[config.mk]
export PLATFORM = sky130hd
export DESIGN_NAME = pipe_stage_buf_flat
export DESIGN_NICKNAME = d
export VERILOG_FILES = /design/src/rtl/pipe_stage_buf_if.sv /design/src/rtl/pipe_stage_buf.sv /design/src/flat_wrapper.sv
export SDC_FILE = /design/constraint.sdc
export NUM_CORES = 1
export LEC_CHECK = 0
export ABC_AREA = 1
export CAP_MARGIN = 20
export CORE_AREA = 4 4 81 83
export DETAILED_ROUTE_END_ITERATION = 10
export DIE_AREA = 0 0 85 87
export GPL_TIMING_DRIVEN = 0
export PLACE_DENSITY = 0.91
export SYNTH_ARGS = -nofsm -noshare
export SYNTH_HDL_FRONTEND = slang
export SYNTH_SLANG_ARGS = --single-unit
[constraint.sdc]
create_clock -name clk -period 3.6 [get_ports clk]
set_clock_uncertainty 0.15 [all_clocks]
set_input_delay 0.54 -clock clk [delete_from_list [all_inputs] [get_ports clk]]
set_output_delay 0.54 -clock clk [all_outputs]
set_load 0.01 [all_outputs]
[src/rtl/pipe_stage_buf_if.sv]
`default_nettype none
// ============================================================================
// Module   : pipe_stage_buf_if
// Brief    : Valid/ready handshake bundle for pipe_stage_buf (plus flush/status).
// Revision : 1.0
// ============================================================================
interface pipe_stage_buf_if #(
    parameter int WIDTH = 32
);
    logic             flush;
    logic             in_valid;
    logic             in_ready;
    logic [WIDTH-1:0] in_data;
    logic             out_valid;
    logic             out_ready;
    logic [WIDTH-1:0] out_data;
    logic [1:0]       count;
    logic             drop;

    // master drives the stage (upstream + downstream side), slave is the stage
    modport master (
        output flush, in_valid, in_data, out_ready,
        input  in_ready, out_valid, out_data, count, drop
    );

    modport slave (
        input  flush, in_valid, in_data, out_ready,
        output in_ready, out_valid, out_data, count, drop
    );
endinterface
`default_nettype wire

[src/rtl/pipe_stage_buf.sv]
`default_nettype none
// ============================================================================
// Module   : pipe_stage_buf
// Brief    : Valid/ready pipeline stage with flush and optional 2-entry skid.
// Revision : 1.0
// ============================================================================
module pipe_stage_buf #(
    parameter int WIDTH          = 32,
    parameter bit SKID           = 1'b1,
    parameter bit CLEAR_ON_FLUSH = 1'b1
) (
    input  wire logic        clk,
    input  wire logic        rst,
    pipe_stage_buf_if.slave  bus
);

    typedef enum logic [1:0] {
        ST_EMPTY = 2'd0,
        ST_ONE   = 2'd1,
        ST_FULL  = 2'd2
    } state_t;

    state_t           state_q, state_d;
    logic [WIDTH-1:0] m_q, m_d;
    logic [WIDTH-1:0] s_q, s_d;
    logic             drop_q, drop_d;
    logic             w_accept;
    logic             w_pop;
    logic             w_in_ready;

    assign w_accept = bus.in_valid & w_in_ready;
    assign w_pop    = (state_q != ST_EMPTY) & bus.out_ready;

    always_comb begin
        state_d = state_q;
        m_d     = m_q;
        s_d     = s_q;
        // Entries lost = held entries not popped this cycle, plus any accept.
        drop_d  = bus.flush & ((state_q == ST_FULL) |
                               ((state_q == ST_ONE) & ~w_pop) |
                               w_accept);
        if (bus.flush) begin
            state_d = ST_EMPTY;
            if (CLEAR_ON_FLUSH) begin
                m_d = '0;
                s_d = '0;
            end
        end else begin
            case (state_q)
                ST_EMPTY: begin
                    if (w_accept) begin
                        state_d = ST_ONE;
                        m_d     = bus.in_data;
                    end
                end
                ST_ONE: begin
                    if (w_accept && w_pop) begin
                        m_d = bus.in_data;
                    end else if (w_accept) begin
                        state_d = ST_FULL;
                        s_d     = bus.in_data;
                    end else if (w_pop) begin
                        state_d = ST_EMPTY;
                    end
                end
                ST_FULL: begin
                    if (w_pop) begin
                        state_d = ST_ONE;
                        m_d     = s_q;
                    end
                end
                default: state_d = ST_EMPTY;
            endcase
        end
    end

    always_ff @(posedge clk) begin
        if (!rst) begin
            state_q <= ST_EMPTY;
            m_q     <= '0;
            drop_q  <= 1'b0;
        end else begin
            state_q <= state_d;
            m_q     <= m_d;
            drop_q  <= drop_d;
        end
    end

    generate
        if (SKID) begin : g_skid
            logic rdy_q;
            // Registered ready breaks the out_ready -> in_ready stall path.
            always_ff @(posedge clk) begin
                if (!rst) begin
                    s_q   <= '0;
                    rdy_q <= 1'b0;
                end else begin
                    s_q   <= s_d;
                    rdy_q <= (state_d != ST_FULL);
                end
            end
            assign w_in_ready = rdy_q;
        end else begin : g_noskid
            assign s_q        = '0;
            assign w_in_ready = rst & ((state_q == ST_EMPTY) | bus.out_ready);
        end
    endgenerate

    assign bus.in_ready  = w_in_ready;
    assign bus.out_valid = (state_q != ST_EMPTY);
    assign bus.out_data  = m_q;
    assign bus.count     = state_q;
    assign bus.drop      = drop_q;

endmodule
`default_nettype wire
[src/flat_wrapper.sv]
// flat-port wrapper written by rule: the top's interface ports become plain ports
module pipe_stage_buf_flat 
#(
    parameter int WIDTH          = 32,
    parameter bit SKID           = 1'b1,
    parameter bit CLEAR_ON_FLUSH = 1'b1
)
  (clk, rst, bus_flush, bus_in_valid, bus_in_data, bus_out_ready, bus_in_ready, bus_out_valid, bus_out_data, bus_count, bus_drop);
  pipe_stage_buf_if #(.WIDTH(WIDTH)) bus_i ();
  input  wire logic clk;
  input  wire logic rst;
  input wire logic [$bits(bus_i.flush)-1:0] bus_flush;
  input wire logic [$bits(bus_i.in_valid)-1:0] bus_in_valid;
  input wire logic [$bits(bus_i.in_data)-1:0] bus_in_data;
  input wire logic [$bits(bus_i.out_ready)-1:0] bus_out_ready;
  output wire logic [$bits(bus_i.in_ready)-1:0] bus_in_ready;
  output wire logic [$bits(bus_i.out_valid)-1:0] bus_out_valid;
  output wire logic [$bits(bus_i.out_data)-1:0] bus_out_data;
  output wire logic [$bits(bus_i.count)-1:0] bus_count;
  output wire logic [$bits(bus_i.drop)-1:0] bus_drop;
  assign bus_i.flush = bus_flush;
  assign bus_i.in_valid = bus_in_valid;
  assign bus_i.in_data = bus_in_data;
  assign bus_i.out_ready = bus_out_ready;
  assign bus_in_ready = bus_i.in_ready;
  assign bus_out_valid = bus_i.out_valid;
  assign bus_out_data = bus_i.out_data;
  assign bus_count = bus_i.count;
  assign bus_drop = bus_i.drop;
  pipe_stage_buf #(.WIDTH(WIDTH), .SKID(SKID), .CLEAR_ON_FLUSH(CLEAR_ON_FLUSH)) u_core (.clk(clk), .rst(rst), .bus(bus_i));
endmodule
==> flow_summary.json, run 1 <==
{
  "antenna_found_initial": 0,
  "outcome": "complete, no violations",
  "period_minus_slack_ns": 2.17,
  "fp.dieH_um": 87,
  "ir_drop_uv": 254,
  "synth_seq_area_share": 0.447,
  "cts_inserted_buffers": 9,
  "worst-setup-path-type": "reg2out",
  "avgSynthCellArea_um2": 6.44,
  "clk_path_buf_depth": 2,
  "max_cap_violations": 0,
  "ioPinCount": 74,
  "slew_violations": 0,
  "min_period_over_period": 0.602,
  "yosysTopAreaCell": "dfxtp_1",
  "via_count": 2995,
  "ys_ff_latch": 68,
  "critical_path_arrival_ns": 1.48,
  "crit_path_max_fanout": 6,
  "grt_setup_unrepaired": "no",
  "root_buffer": "clkbuf_8",
  "hp-class": "reg2reg",
  "dp_hpwl_um": 5280,
  "cts_repair_resize_count": 0,
  "grt-ovfl-total": 0,
  "hold_violations": 0,
  "start_util": 0.520,
  "grt_first_pass_wirelength_um": 12700,
  "slew_headroom": 0.685,
  "coreArea_um2": 5850,
  "grt_max_degree": 11,
  "final.setup.tns_ns": 0,
  "start_kind": "flip-flop",
  "cts_sinks": 68,
  "most-common-layout-cells": "nand2_1, nor2_1, clkdlybuf4s50_1",
  "worstPathRequired_ns": 2.91,
  "rrSetupSlack_ns": 2.06,
  "netlist.area_leader.share": 0.447,
  "layout_commonest_cell": "nand2_1",
  "fin_util": 0.688,
  "diodes": 0,
  "r2r_cells": 6,
  "routed_wl_um": 7400,
  "setup_viol_count_final": 0,
  "slowest_stage": "clkdlybuf4s50_1",
  "cts_setup_buffers": 0,
  "wire_per_inst_um": 11.7,
  "slowest_delay_ns": 0.52,
  "clk_latency_ns": 0.34,
  "path_cells": "inv_1, nand2_1, clkdlybuf4s50_1",
  "die_w_um": 85,
  "reg2reg_to": "u_core.bus.out_data[19]$_SDFFE_PP0P_",
  "final_nets": 594,
  "area_growth_pct": 32.2,
  "rows": 28,
  "synth_nets": 510,
  "max_slew.worst_pin.slew_ns": 0.473,
  "htree_levels": 3,
  "cts_hold_buf": 0,
  "avgViaCountPerCell": 4.72,
  "place.gp.congestion": 0.809,
  "fin_ws_ns": 1.43,
  "die_area_um2": 7400,
  "yosys_warnings": 0,
  "p_per_area_nw_per_um2": 370,
  "crit_path_end_kind": "output port",
  "dr.first_iter.drc_count": 145,
  "track_usage": 0.214,
  "cp-startpoint": "u_core.bus.count[0]$_SDFF_PN0_",
  "clkTransAtPathRegs_ns": 0.07,
  "post-place-ws_ns": 1.22,
  "io_buffers": 73,
  "syn_inst": 473,
  "synth_area_um2": 3040,
  "drive_above_1_share": 0.0732,
  "synthTopCellsByArea": "dfxtp_1, nand2_1, nor2_1",
  "ys_types": 21,
  "max_freq_mhz": 461,
  "drc": 0,
  "reg2reg_from": "u_core.bus.count[1]$_SDFF_PN0_",
  "drtPass1Iterations": 4,
  "cts_tree": "built",
  "ant_nets": 0,
  "p_leak_nw": 1.83,
  "whs_ns": 0.334,
  "grt_pass1_vias": 2818,
  "endpoint": "bus_out_valid",
  "p_total_w": 0.00149
}
==> routing by layer <==
layer  vias to the layer above  GRT usage  part of all wire
li1                       1571          -                 -
met1                      1324      0.269              0.44
met2                        83      0.349              0.49
met3                        17     0.0473             0.055
met4                         0     0.0993             0.018
met5                         -          0                 0
==> how the worst min path moves through the flow <==
stage | start | to | cells past startpoint
finish | u_core.s_q[9]$_SDFFE_PP0P_ | u_core.s_q[9]$_SDFFE_PP0P_ | 2
global route | u_core.s_q[29]$_SDFFE_PP0P_ | u_core.s_q[29]$_SDFFE_PP0P_ | 2
CTS | u_core.s_q[9]$_SDFFE_PP0P_ | u_core.s_q[9]$_SDFFE_PP0P_ | 2
detailed placement | u_core.s_q[9]$_SDFFE_PP0P_ | u_core.s_q[9]$_SDFFE_PP0P_ | 2
global placement | u_core.s_q[12]$_SDFFE_PP0P_ | u_core.s_q[12]$_SDFFE_PP0P_ | 2
floorplan | u_core.s_q[10]$_SDFFE_PP0P_ | u_core.s_q[10]$_SDFFE_PP0P_ | 2
==> critical path: cells and delay by family, from the launching register on <==
kind	cells	cell delay (ns)
buffers and inverters	2	0.59
flip-flops	1	0.48
AND/OR/NAND/NOR	1	0.06
==> metrics by stage <==
step | cell area [µm²] | cells
floorplan | 3040 | 473
global placement | 3870 | 621
detailed placement | 3870 | 621
CTS | 4030 | 635
global route | 4030 | 635
finish | 4030 | 635
==> cell families (layout without fill, tap and decap cells) <==
family          count (synthesis)  in the layout  synth area share
compound gates                 35             35            0.0588
xor+xnor                        1              1           0.00288
buf+inv                        64            151             0.102
flops                          68             68             0.447
simple gates                  305            305             0.389
==> state kept, by name (all words and copies together) (netlist names) <==
register / cells
u_core.bus.drop: 1
u_core.bus.in_ready: 1
u_core.bus.out_data: 32
u_core.s_q: 32
u_core.bus.count: 2
==> report_power, final <==
| part | total [W] | switching (W) | internal, W | leakage [nW] |
|---|---|---|---|---|
| clock | 0.000528 | 0.000270 | 0.000258 | 0.0848 |
| combinational | 0.000185 | 0.0000906 | 0.0000947 | 1.19 |
| sequential | 0.000775 | 0.00000807 | 0.000767 | 0.551 |
| total | 0.00149 | 0.000369 | 0.00112 | 1.83 |
==> synthesized netlist by cell type <==
library cell,count
nand2_4,1
nor2_1,132
nor2_4,2
clkbuf_1,6
inv_1,36
nor3_1,1
nand2_1,167
a21oi_1,2
dfxtp_1,68
clkinv_2,1
buf_4,3
buf_6,6
nand2_2,1
inv_2,2
buf_2,8
xor2_1,1
clkbuf_2,2
o21ai_0,31
o21ai_2,1
o21ai_1,1
nand3_4,1
==> final cells by class <==
cell class,instances,area [µm²]
Inverter,39,148
Fill cell,487,1830
Buffer,25,163
Clock buffer,11,141
Timing Repair Buffer,73,731
Multi-Input combinational cell,341,1370
Sequential cell,68,1360
Tap cell,75,93.8
Clock inverter,3,15.0
No activity file was read; power rests on OpenSTA's default activity.
==> run 2, diff against run 1 <==
Settings changed: CORE_AREA 4 4 81 83 to 4 4 84 86, DIE_AREA 0 0 85 87 to 0 0 88 90, PLACE_DENSITY 0.91 to 0.86.
Clock period 3.6 ns to 2.1 ns, I/O delays scaled along.
==> flow_summary.json, run 2 (synthesis gave the netlist of run 1 again) <==
{
  "placed_cell_area_um2": 3870,
  "worstHoldStart": "u_core.s_q[12]$_SDFFE_PP0P_",
  "period_minus_slack_ns": 1.95,
  "slew_headroom": 0.688,
  "cts_sinks": 68,
  "routed_wl_um": 7320,
  "r2r_cells": 6,
  "hp-class": "reg2reg",
  "grt-ovfl-total": 0,
  "die_w_um": 88,
  "dr.first_iter.drc_count": 156,
  "p_sw_w": 0.000660,
  "drive_above_1_share": 0.0783,
  "slowest_stage": "clkdlybuf4s50_1",
  "path_cells": "inv_1, nand2_1, clkdlybuf4s50_1",
  "wire_per_inst_um": 11.4,
  "crit_path_max_fanout": 6,
  "rrSetupSlack_ns": 0.55,
  "max_cap_violations": 0,
  "track_usage": 0.199,
  "via_count": 3010,
  "reg2reg_from": "u_core.bus.count[0]$_SDFF_PN0_",
  "start_util": 0.485,
  "cts_tree": "built",
  "crit_path_end_kind": "output port",
  "cts_repair_resize_count": 0,
  "p_leak_nw": 1.86,
  "die_area_um2": 7920,
  "layout_commonest_cell": "nand2_1",
  "antenna_found_initial": 0,
  "grt_use_met3": 0.0439,
  "intPower_w": 0.00224,
  "slew_violations": 0,
  "clk_path_buf_depth": 2,
  "diodes": 0,
  "p_seq_frac": 0.458,
  "grt_max_degree": 12,
  "grt-busiest-layer": "met2",
  "dp_hpwl_um": 5190,
  "max_freq_mhz": 512,
  "io_buffers": 73,
  "grt_first_pass_wirelength_um": 12700,
  "area_growth_pct": 34.9,
  "grt_pass1_vias": 2988,
  "endpoint": "bus_out_valid",
  "reg2reg_to": "u_core.s_q[20]$_SDFFE_PP0P_",
  "post-place-ws_ns": -0.0719,
  "critPathBufInv": 2,
  "avgViaCountPerCell": 4.71,
  "clkPwrFrac": 0.433,
  "most-common-layout-cells": "nand2_1, nor2_1, clkdlybuf4s50_1",
  "drtPass1Iterations": 4,
  "min_period_over_period": 0.931,
  "use_met2": 0.336,
  "hold_violations": 0,
  "final_nets": 594,
  "cts_inserted_buffers": 9,
  "fin_ws_ns": 0.145,
  "cts_hold_buf": 0,
  "start_kind": "flip-flop",
  "htree_levels": 3,
  "worst-setup-path-type": "reg2out",
  "met1_usage": 0.239,
  "cts_setup_buffers": 0,
  "cp-startpoint": "u_core.bus.count[0]$_SDFF_PN0_",
  "place.gp.congestion": 0.802,
  "grt_setup_unrepaired": "no",
  "slowest_delay_ns": 0.52,
  "root_buffer": "clkbuf_8",
  "ant_nets": 0,
  "clkTransAtPathRegs_ns": 0.07,
  "drc": 0,
  "worstPathRequired_ns": 1.63,
  "coreArea_um2": 6280,
  "cp_top_family": "buffers and inverters",
  "ioPinCount": 74,
  "final.setup.tns_ns": 0,
  "ir_drop_uv": 479,
  "max_slew.worst_pin.slew_ns": 0.468,
  "outcome": "complete, no violations",
  "setup_viol_count_final": 0,
  "p_total_w": 0.00290,
  "critical_path_cell_count": 3,
  "fin_util": 0.654,
  "p_per_area_nw_per_um2": 706,
  "clk_latency_ns": 0.35,
  "p_sw_frac": 0.228,
  "fp.dieH_um": 90,
  "critical_path_arrival_ns": 1.49,
  "rows": 29,
  "final_area_um2": 4110,
  "comb_power_share": 0.108
}
## run 2: cell types whose count changed in the layout (fill, tap and decap cells not counted)
cell	change
clkinv_2	-1
clkbuf_1	-1
clkbuf_8	+2
bufinv_16	+2
## run 2: final cells by class
type	count	area, µm²
well taps	77	96.3
multi-input cells	341	1370
fillers	573	2170
flip-flops and latches	68	1360
clock inverters	4	70.1
clock buffers	12	165
plain buffers	25	163
repair buffers	73	731
inverters	39	148
## run 2: power groups by stage
stage / logic (W) / registers [W] / clock network, W
after floorplan: 0.000145 / 0.00137 / 0
after global placement: 0.000309 / 0.00136 / 0
after detailed placement: 0.000314 / 0.00136 / 0
after CTS: 0.000317 / 0.00133 / 0.00127
after global routing: 0.000352 / 0.00133 / 0.00133
final: 0.000314 / 0.00133 / 0.00126
## run 2: through the flow
step	hold slack, ns	instances
5_1_grt	0.364	639
3_5_place_dp	0.322	623
4_1_cts	0.339	639
6_report	0.336	639
2_1_floorplan	0.282	473
3_3_place_gp	0.313	623
## run 2: worst min-delay path by stage
stage	to	slack (ns)	cells past startpoint
6_report	u_core.s_q[12]$_SDFFE_PP0P_	0.34	2
3_5_place_dp	u_core.s_q[12]$_SDFFE_PP0P_	0.32	2
2_1_floorplan	u_core.bus.in_ready$_SDFF_PN0_	0.28	2
4_1_cts	u_core.s_q[12]$_SDFFE_PP0P_	0.34	2
5_1_grt	u_core.s_q[30]$_SDFFE_PP0P_	0.36	2
3_3_place_gp	u_core.s_q[24]$_SDFFE_PP0P_	0.31	2
## run 2: tightest hold or removal path, cell delays in order (launching register included)
cell and delay (ns):
dfxtp_1 0.33, nor2_1 0.05, nor2_1 0.08
## run 2: per-layer routing
metal / routed length, µm / share of wire / up-vias
met2: 3580 / 0.49 / 72
met3: 439 / 0.060 / 13
li1: - / - / 1570
met1: 3180 / 0.44 / 1355
met4: 113 / 0.015 / 0
met5: 0 / 0 / -
